`src/rtl/adc_pkg.sv`:
```
// Shared types and constants for the dual-channel SPI ADC front end.
// Frame layout and the command-bit encoding live here.
package adc_pkg;

  typedef enum logic [1:0] {
    GAP,
    SETUP,
    SHIFT,
    HOLD
  } state_t;

  localparam int FRAME_BITS = 17;
  localparam int NULL_BIT   = 5;
  localparam int DATA_W     = 12;

  localparam logic START = 1'b1;
  localparam logic SGL   = 1'b1;
  localparam logic MSBF  = 1'b1;

  // Command bit driven during SCK period k (1-based).
  function automatic logic cmd_bit(
    input logic [4:0] k,
    input logic       ch
  );
    logic b;
    b = 1'b0;
    unique case (k)
      5'd1:    b = START;
      5'd2:    b = SGL;
      5'd3:    b = ch;
      5'd4:    b = MSBF;
      default: b = 1'b0;
    endcase
    return b;
  endfunction

endpackage

```
`src/rtl/adc_spi_xfer.sv`:
```
// One SPI frame: setup, 17 SCK periods, hold.
// Owns the SCK divider, bit counter and result shifter.
module adc_spi_xfer
  import adc_pkg::*;
#(
  parameter int CLK_DIV = 24
) (
  input  logic              clk,
  input  logic              reset,
  input  logic              start,
  input  logic              channel,
  input  logic              miso,
  output logic              busy,
  output logic              done,
  output logic [DATA_W-1:0] result,
  output logic              cs_n,
  output logic              sck,
  output logic              mosi
);

  localparam int DW = $clog2(CLK_DIV + 1);
  localparam logic [DW-1:0] DIV_END = DW'(CLK_DIV - 1);

  state_t            state_q, state_d;
  logic [DW-1:0]     div_q, div_d;
  logic [4:0]        bit_q, bit_d;
  logic              cs_q, cs_d;
  logic              sck_q, sck_d;
  logic              mosi_q, mosi_d;
  logic              ch_q, ch_d;
  logic [DATA_W-1:0] sh_q, sh_d;
  logic              div_end;

  assign div_end = (div_q == DIV_END);

  // Next-state and next-pin values for the frame sequencer.
  always_comb begin
    state_d = state_q;
    div_d   = div_q;
    bit_d   = bit_q;
    cs_d    = cs_q;
    sck_d   = sck_q;
    mosi_d  = mosi_q;
    ch_d    = ch_q;
    sh_d    = sh_q;
    unique case (state_q)
      GAP: begin
        if (start) begin
          state_d = SETUP;
          cs_d    = 1'b0;
          sck_d   = 1'b0;
          div_d   = '0;
          bit_d   = 5'd1;
          ch_d    = channel;
          mosi_d  = cmd_bit(5'd1, channel);
        end
      end
      SETUP: begin
        if (div_end) begin
          state_d = SHIFT;
          sck_d   = 1'b1;
          div_d   = '0;
        end else begin
          div_d = div_q + 1'b1;
        end
      end
      SHIFT: begin
        if (sck_q && div_q == '0
            && bit_q > 5'(NULL_BIT)) begin
          sh_d = {sh_q[DATA_W-2:0], miso};
        end
        if (!div_end) begin
          div_d = div_q + 1'b1;
        end else begin
          div_d = '0;
          if (sck_q) begin
            sck_d  = 1'b0;
            mosi_d = cmd_bit(bit_q + 5'd1, ch_q);
          end else if (bit_q == 5'(FRAME_BITS)) begin
            state_d = HOLD;
          end else begin
            bit_d = bit_q + 5'd1;
            sck_d = 1'b1;
          end
        end
      end
      HOLD: begin
        if (div_end) begin
          state_d = GAP;
          cs_d    = 1'b1;
          mosi_d  = 1'b0;
          div_d   = '0;
        end else begin
          div_d = div_q + 1'b1;
        end
      end
    endcase
  end

  // Sequencer registers; reset raises cs_n at once.
  always_ff @(posedge clk or posedge reset) begin
    if (reset) begin
      state_q <= GAP;
      div_q   <= '0;
      bit_q   <= '0;
      cs_q    <= 1'b1;
      sck_q   <= 1'b0;
      mosi_q  <= 1'b0;
      ch_q    <= 1'b0;
      sh_q    <= '0;
    end else begin
      state_q <= state_d;
      div_q   <= div_d;
      bit_q   <= bit_d;
      cs_q    <= cs_d;
      sck_q   <= sck_d;
      mosi_q  <= mosi_d;
      ch_q    <= ch_d;
      sh_q    <= sh_d;
    end
  end

  assign busy   = (state_q != GAP);
  assign done   = (state_q == HOLD) && div_end;
  assign result = sh_q;
  assign cs_n   = cs_q;
  assign sck    = sck_q;
  assign mosi   = mosi_q;

endmodule

```
`src/rtl/adc_sampler.sv`:
```
// Alternating two-channel ADC sampler with box averaging.
// Publishes both averages together with a one-cycle valid.
module adc_sampler
  import adc_pkg::*;
#(
  parameter int CLK_DIV    = 24,
  parameter int SAMPLE_GAP = 1000,
  parameter int AVG_LOG2   = 2
) (
  input  logic              clk,
  input  logic              reset,
  input  logic              miso,
  output logic              cs_n,
  output logic              sck,
  output logic              mosi,
  output logic [DATA_W-1:0] p1data,
  output logic [DATA_W-1:0] p2data,
  output logic              valid
);

  localparam int ACC_W = DATA_W + AVG_LOG2;
  localparam int GW    = $clog2(SAMPLE_GAP + 1);
  localparam int SW    = AVG_LOG2 + 1;
  localparam logic [GW-1:0] GAP_END = GW'(SAMPLE_GAP - 1);
  localparam logic [SW-1:0] SMAX    = SW'((1 << AVG_LOG2) - 1);

  logic              busy;
  logic              done;
  logic              start;
  logic [DATA_W-1:0] result;
  logic [GW-1:0]     gap_q;
  logic              chan;
  logic [SW-1:0]     smp;
  logic [ACC_W-1:0]  acc0, acc1;
  logic [ACC_W-1:0]  sum0, sum1;

  assign start = !busy && (gap_q == GAP_END);

  adc_spi_xfer #(
    .CLK_DIV (CLK_DIV)
  ) u_xfer (
    .clk     (clk),
    .reset   (reset),
    .start   (start),
    .channel (chan),
    .miso    (miso),
    .busy    (busy),
    .done    (done),
    .result  (result),
    .cs_n    (cs_n),
    .sck     (sck),
    .mosi    (mosi)
  );

  // Running sums including the conversion just finished.
  always_comb begin
    sum0 = acc0 + ACC_W'(result);
    sum1 = acc1 + ACC_W'(result);
  end

  // Idle timer between frames; zero while a frame runs.
  always_ff @(posedge clk or posedge reset) begin
    if (reset) begin
      gap_q <= '0;
    end else if (busy || start) begin
      gap_q <= '0;
    end else begin
      gap_q <= gap_q + 1'b1;
    end
  end

  // Channel toggle, accumulation and output publication.
  always_ff @(posedge clk or posedge reset) begin
    if (reset) begin
      chan   <= 1'b0;
      smp    <= '0;
      acc0   <= '0;
      acc1   <= '0;
      p1data <= '0;
      p2data <= '0;
      valid  <= 1'b0;
    end else begin
      valid <= 1'b0;
      if (done) begin
        chan <= ~chan;
        if (!chan) begin
          acc0 <= sum0;
        end else if (smp == SMAX) begin
          p1data <= DATA_W'(acc0 >> AVG_LOG2);
          p2data <= DATA_W'(sum1 >> AVG_LOG2);
          acc0   <= '0;
          acc1   <= '0;
          smp    <= '0;
          valid  <= 1'b1;
        end else begin
          acc1 <= sum1;
          smp  <= smp + 1'b1;
        end
      end
    end
  end

endmodule

```
`config.mk`:
```
export PLATFORM = sky130hd
export DESIGN_NAME = adc_sampler
export DESIGN_NICKNAME = d
export VERILOG_FILES = /design/src/rtl/adc_pkg.sv /design/src/rtl/adc_spi_xfer.sv /design/src/rtl/adc_sampler.sv
export SDC_FILE = /design/constraint.sdc
export NUM_CORES = 1
export LEC_CHECK = 0
export ABC_CLOCK_PERIOD_IN_PS = 4100
export BUFFER_PORTS_ARGS = -buffer_cell sky130_fd_sc_hd__buf_2
export CAP_MARGIN = 10
export CORE_UTILIZATION = 35
export CTS_BUF_LIST = sky130_fd_sc_hd__clkbuf_8
export CTS_CLUSTER_SIZE = 10
export DETAILED_ROUTE_END_ITERATION = 16
export PLACE_DENSITY = 0.52
export SLEW_MARGIN = 30
export SYNTH_ARGS = -nofsm -noshare
export SYNTH_HDL_FRONTEND = slang
export SYNTH_SLANG_ARGS = --single-unit
```
`constraint.sdc`:
```
create_clock -name clk -period 4.1 [get_ports clk]
set_input_delay 0.205 -clock clk [delete_from_list [all_inputs] [get_ports clk]]
set_output_delay 0.205 -clock clk [all_outputs]
set_load 0.01 [all_outputs]
```
==> results of run 1 <==
[worst max path at each step]
stage | end | depth (start not counted) | slack (ps) | from
floorplan | acc0[0] | 1 | 1420 | reset
global placement | p2data[1] | 6 | 1470 | u_xfer.div_q[0]
detailed placement | p2data[1] | 6 | 1390 | u_xfer.div_q[1]
CTS | p2data[6] | 6 | 1360 | u_xfer.div_q[0]
global route | p2data[1] | 6 | 1250 | u_xfer.div_q[1]
finish | p2data[6] | 6 | 1400 | u_xfer.div_q[0]
[metal layers]
layer / wire [um] / track usage [%] / up-vias
li1: - / - / 1871
met1: 5410 / 21.3 / 1823
met2: 4840 / 24.0 / 55
met3: 351 / 2.52 / 16
met4: 243 / 7.45 / 0
met5: 0 / 0 / -
[critical path, cell delays in order (launching register included)]
cell and delay [ps]:
dfrtp_1 380, ha_1 230, and4b_1 440, and3_1 370, nand2_1 110, inv_1 640, mux2_2 420
[power groups by stage]
stage          clock [uW]  combinational [uW]  sequential, uW
2_1_floorplan           0                14.5             956
3_3_place_gp            0                23.0             956
3_5_place_dp            0                23.7             956
4_1_cts               735                23.5             937
5_1_grt               774                26.2             938
6_report              708                21.4             937
[layout by cell type, fill, tap and decap left out, drive strengths merged, types with 7 or more instances in the layout]
cell type	n
xnor2	20
xor2	8
nand2	74
o21ai	41
nand3	16
dfrtp	94
a21oi	21
mux2	19
ha	39
nor3	7
nor2b	7
buf	33
inv	20
clkbuf	11
a22o	20
nor2	32
[layout make-up]
cell class	instances	area [um2]
flip-flops and latches	95	2380
inverters	18	72.6
repair buffers	33	173
fillers	1425	8740
multi-input cells	382	2660
clock buffers	11	151
well taps	184	230
clock inverters	5	72.6
[metrics by stage]
step	hold slack, ps	std cells	total power (uW)
6_report	-77.0	728	1670
5_1_grt	0.763	728	1740
4_1_cts	40.0	728	1700
3_5_place_dp	446	712	980
3_3_place_gp	444	712	979
2_1_floorplan	356	511	970
[cells by family (layout without fill, tap and decap cells)]
family | Yosys count | count (layout) | synth area share [%]
AOI/OAI and AO/OA | 127 | 127 | 17.0
muxes | 21 | 21 | 4.52
buffers and inverters | 34 | 67 | 2.61
and+or+nand+nor | 165 | 165 | 14.9
adders and majority gates | 41 | 41 | 10.2
DFF | 95 | 95 | 46.0
xor gates and xnor gates | 28 | 28 | 4.74
[registers in the layout (all words and copies together), names as in the netlist, 3 cells and up]
name and count:
u_xfer.bit_q 5, p1data 12, u_xfer.div_q 5, gap_q 10
u_xfer.result 12, acc1 14, p2data 12, acc0 14
smp 3
==> impl_metrics.csv, run 1 <==
group,metric,value,unit
drt,ant_nets,0,
die,dieArea,15300,um2
logic_synthesis,ys_top_cells_by_area,"dfrtp_1, ha_1, nand2_1",
drt,wl_per_cell,14.9,um
run_status,violations,"negative hold slack",
pwr,p_leak,0.00281,uW
hold_path,hold_path.class,"in -> async",
logic_synthesis,synth_area_per_cell,10.1,um2
grt,grt_usage,15.6,%
cells_and_area,fin_area,5740,um2
cells_and_area,antenna_cells,0,
sta,fmaxAchievable,371,MHz
sta,setup_slack,1400,ps
cts,cts_inserted_buffers,9,
die,coreArea,14500,um2
logic_synthesis,yosysSeqAreaShare,46.0,%
pwr,p_clk_share,42.5,%
cells_and_area,drive_above_1_share,14.0,%
worst_setup_path,timing.rr.start,"u_xfer.div_q[0]",
grt,overflow,0,
die,floorplan.rows,44,
logic_synthesis,ys_seq_elements,95,
sta,slew_headroom,44.7,%
cts,cts_tree,"done",
sta,period_share,65.7,%
drt,drt_iter0_markers,192,
pwr,ir_worst_vdd,0.137,mV
logic_synthesis,synth_edf_count,0,
die,start_util,35.8,%
cts,cts_setup_buffers,0,
place,dpl.hpwl,7670,um
logic_synthesis,synth_most_common_cell,"dfrtp_1",
die,die_x,124,um
cts,clock-root-buffer,"clkbuf_8",
cts,clockBufferDepth,2,
place,portBuffers,30,
sta,tns,0,ps
worst_setup_path,path_class,"reg -> reg",
grt,grt_pass1_vias,3673,
pwr,p_comb_share,1.3,%
sta,clock_skew,11.9,ps
logic_synthesis,synth_nets,555,
pwr,p_sw,356,uW
cells_and_area,final_util,39.6,%
grt,antenna_found_initial,0,
cts,clkTransAtPathRegs,90,ps
die,io_pins,31,
cells_and_area,area_delta_synth_final,10.9,%
logic_synthesis,synth_top_area_share,45.4,%
worst_setup_path,rr_worst_depth,6,
cts,ctsHoldBuffers,0,
sta,rsz0062_at_grt,"false",
sta,worstMarginPinSlew,827,ps
pwr,p_seq_share,56.2,%
worst_setup_path,crit_arrival,2960,ps
logic_synthesis,ys_types,59,
logic_synthesis,synth_area,5180,um2
grt,grt_start_max_net_pins,77,
logic_synthesis,synth_common_cells,"dfrtp_1, nand2_1, ha_1, o21ai_0, nor2_1",
worst_setup_path,reg2reg_slack,1400,ps
sta,final.min_clock_period,2700,ps
sta,slew_violations,0,
logic_synthesis,synth_cells,511,
sta,setup_violations,0,
cts,cts_htree_levels,3,
pwr,swShare,21.3,%
worst_setup_path,end_kind,"flop",
place,dpl-instance-area,5510,um2
cts,numClockSinks,95,
worst_setup_path,cp-start-kind,"flop",
worst_setup_path,cp.required,4370,ps
logic_synthesis,synth_top_area_cell,"dfrtp_1",
run_status,status,"complete, but fails checks",
place,routabilityCongestion,0.793,
pwr,power_density,290,nW/um2
sta,hold_violations,74,
drt,routed_wirelength,10800,um
logic_synthesis,synth-async-reset-ratio,100,%
place,dp_slack,1390,ps
cts,clk_latency,380,ps
pwr,internal_power,1310,uW
logic_synthesis,synth_flop_cell,"dfrtp_1",
drt,routed_via_density,5.17,
cells_and_area,fin_nets,583,
drt,vias,3765,
sta,hold-worst-slack,-77.0,ps
drt,drt-pass1-iter-count,4,
drt,post-route-drc-count,0,
die,die_h,124,um
grt,grt_pass1_wl,18300,um
worst_setup_path,reg2reg_to,"p2data[6]",
logic_synthesis,yosysWarningCount,0,
cts,postCtsResizedCells,0,
flow_run,drv_cap,0,
worst_setup_path,cp_max_fo,21,
Power figures use the tool's default switching activity.
==> run 2: changes to the inputs <==
- ABC_CLOCK_PERIOD_IN_PS: 4100 -> 2700
- clock period: 4.1 -> 2.7 ns (I/O delays scaled with it)
==> impl_metrics.csv, run 2 (synthesized netlist as in run 1, its figures left out) <==
group,metric,value,unit
cts,clk_latency,380,ps
cells_and_area,layout_common_cells,"dfrtp_1, nand2_1, o21ai_0, ha_1, nor2_1",
grt,overflow,0,
grt,grt_pass1_wl,18300,um
pwr,p_leak,0.00287,uW
sta,slew_violations,0,
place,dp_slack,48.6,ps
pwr,swShare,21.9,%
pwr,p_comb_share,1.6,%
worst_setup_path,slowest_stage,"dfrtp_1",
drt,wl_per_cell,15.0,um
cells_and_area,antenna_cells,0,
worst_setup_path,cp-start-kind,"flop",
cells_and_area,fin_nets,598,
worst_setup_path,cp_common_cell,"o31a_1",
grt,grt_usage,15.7,%
sta,setup_violations,0,
pwr,p_seq_share,58.5,%
worst_setup_path,reg2reg_slack,130,ps
pwr,ir_worst_vdd,0.208,mV
worst_setup_path,end_kind,"flop",
drt,drt_iter0_markers,174,
die,die_h,124,um
worst_setup_path,cpLargestDelayFamily,"compound AO/OA/AOI/OAI gates",
cells_and_area,area_delta_synth_final,12.9,%
worst_setup_path,critPathBufInv,1,
cts,clock-root-buffer,"clkbuf_8",
die,coreArea,14500,um2
sta,fmaxAchievable,389,MHz
place,dpl.hpwl,7990,um
cts,clockBufferDepth,2,
sta,worstMarginPinSlew,631,ps
cts,cts_tree,"done",
cts,cts_htree_levels,3,
place,routabilityCongestion,0.840,
cts,clkTransAtPathRegs,90,ps
sta,setup_slack,130,ps
grt,grt_pass1_vias,3697,
cells_and_area,drive_above_1_share,16.3,%
die,io_pins,31,
sta,hold_violations,0,
sta,rsz0062_at_grt,"false",
die,start_util,35.8,%
sta,clock_skew,10.4,ps
drt,drt-pass1-iter-count,4,
sta,slew_headroom,57.9,%
cells_and_area,reg.largest.list,"acc0 x14, acc1 x14",
worst_setup_path,cp_max_fo,4,
cells_and_area,final_common_cell,"dfrtp_1",
pwr,p_clk_share,39.9,%
flow_run,drv_cap,0,
die,dieArea,15300,um2
sta,tns,0,ps
sta,period_share,95.2,%
worst_setup_path,path_cells,"ha_2 -> inv_1 -> fa_2 -> nor2b_4 -> o31a_1 -> o31a_1 -> o41a_1 -> a31o_1 -> xnor2_1 -> o21ai_1",
run_status,status,"finished clean",
drt,routed_wirelength,11100,um
worst_setup_path,cp.required,2960,ps
pwr,internal_power,1900,uW
worst_setup_path,cpPeakStageDelay,420,ps
pwr,power_density,416,nW/um2
cells_and_area,stdcell_count,742,
cts,cts_inserted_buffers,9,
drt,routed_via_density,5.15,
place,portBuffers,30,
hold_path,hold_path.class,"in -> async",
worst_setup_path,path_class,"reg -> reg",
drt,ant_nets,0,
drt,post-route-drc-count,0,
drt,vias,3820,
die,die_x,124,um
sta,final.min_clock_period,2570,ps
die,floorplan.rows,44,
grt,antenna_found_initial,0,
worst_setup_path,crit_arrival,2830,ps
pwr,p_sw,531,uW
grt,grt_start_max_net_pins,47,
place,dp_cells,724,
cts,numClockSinks,95,
## run 2: what timing repair did
action | CTS | global route
hold buffers | 2 | 0
setup endpoints to repair | 0 | 2
setup buffers | 0 | 1
resized for setup | 0 | 4
hold endpoints to repair | 44 | 0
## run 2: metal layers
layer	vias to the layer above	track usage [%]	part of all wire, %
li1	1900	-	-
met5	-	0	0
met4	0	6.25	1.8
met2	51	23.8	44
met1	1855	22.3	52
met3	14	2.79	2.8
## run 2: power groups by stage
stage               Clock, uW  Sequential (uW)  Combinational [uW]
floorplan                   0             1450                22.0
global placement            0             1450                37.2
detailed placement          0             1450                37.8
CTS                      1020             1420                40.1
global route             1070             1420                46.4
finish                    969             1420                38.2
## run 2: final cells by class
type                            instances  area, um2
Timing Repair Buffer                   48        290
Inverter                               18       70.1
Clock buffer                           11        151
Multi-Input combinational cell        382       2680
Tap cell                              184        230
Clock inverter                          4       46.3
Sequential cell                        95       2380
Fill cell                            1444       8630
## run 2: path summary, 6_finish.rpt
kind | startpoint | depth (start not counted) | to
min in group clk | p1data[1] | 2 | p1data[1]
worst min-delay path | reset | 3 | gap_q[5]
worst max register to register | u_xfer.result[0] | 10 | p2data[10]
worst max-delay path | u_xfer.result[0] | 10 | p2data[10]
worst min register to register | p1data[1] | 2 | p1data[1]
max in group asynchronous | reset | 4 | acc1[7]
## run 2: worst min-delay path, delay by kind of cell
family                 cells  cell delay (ps)
buffers and inverters      3             1090
## run 2: metrics by stage
step / hold slack (ps) / power, uW / area [um2] / util (%)
after floorplan: 286 / 1470 / 5180 / -
after global placement: 257 / 1490 / 5600 / 38.7
after detailed placement: 260 / 1490 / 5600 / 38.7
after CTS: 386 / 2480 / 5820 / 40.2
after global routing: 437 / 2540 / 5850 / 40.4
final: 371 / 2430 / 5850 / 40.4
==> run 3: changes to the inputs <==
- CELL_PAD_IN_SITES_DETAIL_PLACEMENT: default -> 1
- CELL_PAD_IN_SITES_GLOBAL_PLACEMENT: default -> 1
- PLACE_DENSITY: 0.52 -> 0.62
==> impl_metrics.csv, run 3 (synthesized netlist as in run 1, its figures left out) <==
group,metric,value,unit
grt,antenna_found_initial,0,
sta,hold_violations,0,
place,dpl.hpwl,8830,um
grt,grt_pass1_wl,20600,um
worst_setup_path,cp.required,3000,ps
place,portBuffers,30,
place,dpl-instance-area,5570,um2
worst_setup_path,cpPeakStageDelay,420,ps
worst_setup_path,cp_max_fo,3,
cts,numClockSinks,95,
pwr,p_leak,0.00283,uW
cts,cts_inserted_buffers,9,
worst_setup_path,slowest_stage,"dfrtp_1",
sta,clock_skew,6.92,ps
drt,wl_per_cell,16.7,um
flow_run,drv_cap,0,
cells_and_area,drive_above_1_share,16.0,%
worst_setup_path,path_cells,"buf_4 -> ha_1 -> inv_1 -> fa_1 -> nor2b_1 -> o31a_1 -> o41ai_4 -> o21ai_2 -> a211o_1 -> a21o_1 -> a21oi_1",
cells_and_area,antenna_cells,0,
pwr,power,2370,uW
cells_and_area,fin_nets,591,
sta,slew_headroom,57.5,%
cts,clock-root-buffer,"clkbuf_8",
drt,routed_wirelength,12300,um
place,routabilityCongestion,0.778,
drt,drt_iter0_markers,171,
grt,overflow,0,
grt,grt_usage,17.7,%
grt,grt_start_max_net_pins,56,
cells_and_area,nFillCells,1659,
die,io_pins,31,
pwr,ir_worst_vdd,0.188,mV
sta,setup_violations,0,
drt,drt-pass1-iter-count,4,
worst_setup_path,path_class,"reg -> reg",
pwr,power_density,408,nW/um2
sta,worstMarginPinSlew,635,ps
cts,cts_htree_levels,3,
die,floorplan.rows,44,
drt,ant_nets,0,
worst_setup_path,end_kind,"flop",
worst_setup_path,crit_arrival,2860,ps
worst_setup_path,reg2reg_slack,140,ps
worst_setup_path,cp-start-kind,"flop",
cts,clockBufferDepth,2,
die,coreArea,14500,um2
die,start_util,35.8,%
cts,clk_latency,370,ps
drt,vias,3831,
cells_and_area,area_delta_synth_final,12.0,%
sta,period_share,94.9,%
die,die_h,124,um
sta,fmaxAchievable,390,MHz
cts,cts_tree,"done",
sta,slew_violations,0,
grt,grt_pass1_vias,4007,
die,dieArea,15300,um2
run_status,status,"finished clean",
cells_and_area,layout_common_cells,"dfrtp_1, nand2_1, o21ai_0, ha_1, nor2_1",
hold_path,hold_path.class,"in -> reg",
cells_and_area,final_common_cell,"dfrtp_1",
sta,final.min_clock_period,2560,ps
cells_and_area,fin_area,5800,um2
cells_and_area,reg.largest.list,"acc0 x14, acc1 x14",
drt,post-route-drc-count,0,
die,die_x,124,um
cts,clkTransAtPathRegs,90,ps
drt,routed_via_density,5.21,
run 3: report_power, final:
group	leakage [uW]	internal [uW]	total [uW]	switching, uW
Combinational	0.00143	7.19	37.5	30.3
Sequential	0.00131	1420	1420	0.800
Clock	0.0000942	403	906	503
Total	0.00283	1830	2370	534
run 3: metal layers:
layer	GRT usage (%)	wire [um]
met1	23.8	6140
met2	28.7	5710
met3	2.66	219
met4	6.70	186
met5	0	0
run 3: repair_timing:
action	in CTS	in global routing
gates resized for setup	1	6
pin swaps	0	2
endpoints found under the hold margin	40	0
buffers inserted	0	1
setup endpoints to repair	1	3
hold buffers	1	0
run 3: worst paths after layout:
check | start | endpoint | cells past startpoint
max reg2reg | u_xfer.result[0] | acc0[12] | 11
min reg2reg | p1data[7] | p1data[7] | 2
max in group asynchronous | reset | u_xfer.cs_n | 4
min in group asynchronous | reset | p1data[0] | 3
min | miso | u_xfer.result[0] | 2
max | u_xfer.result[0] | acc0[12] | 11
run 3: critical path, delay by kind of cell, from the launching register on:
kind	cells	cell delay [ps]
buffers and inverters	2	230
adders and majority gates	2	440
DFF	1	420
AOI/OAI and AO/OA	6	1360
and+or+nand+nor	1	70
run 3: stage by stage:
stage / utilization (%) / setup slack [ps] / hold WS, ps / instances / setup TNS, ps
floorplan: - / 89.6 / 286 / 511 / 0
global placement: 38.5 / 115 / 230 / 718 / 0
detailed placement: 38.5 / 5.89 / 241 / 718 / 0
finish: 40.0 / 139 / 32.5 / 735 / 0
global route: 40.0 / -4.22 / 19.7 / 735 / -4.22
CTS: 39.8 / 11.1 / 15.6 / 734 / 0
run 3: layout make-up:
cell class / instances / area (um2) / share of cell area (%)
timing repair buffer: 41 / 248 / 4.27
clock buffer: 12 / 165 / 2.85
tap: 184 / 230 / 3.97
sequential: 95 / 2380 / 41.0
clock inverter: 3 / 17.5 / 0.302
multi-input combinational: 382 / 2690 / 46.4
inverter: 18 / 70.1 / 1.21
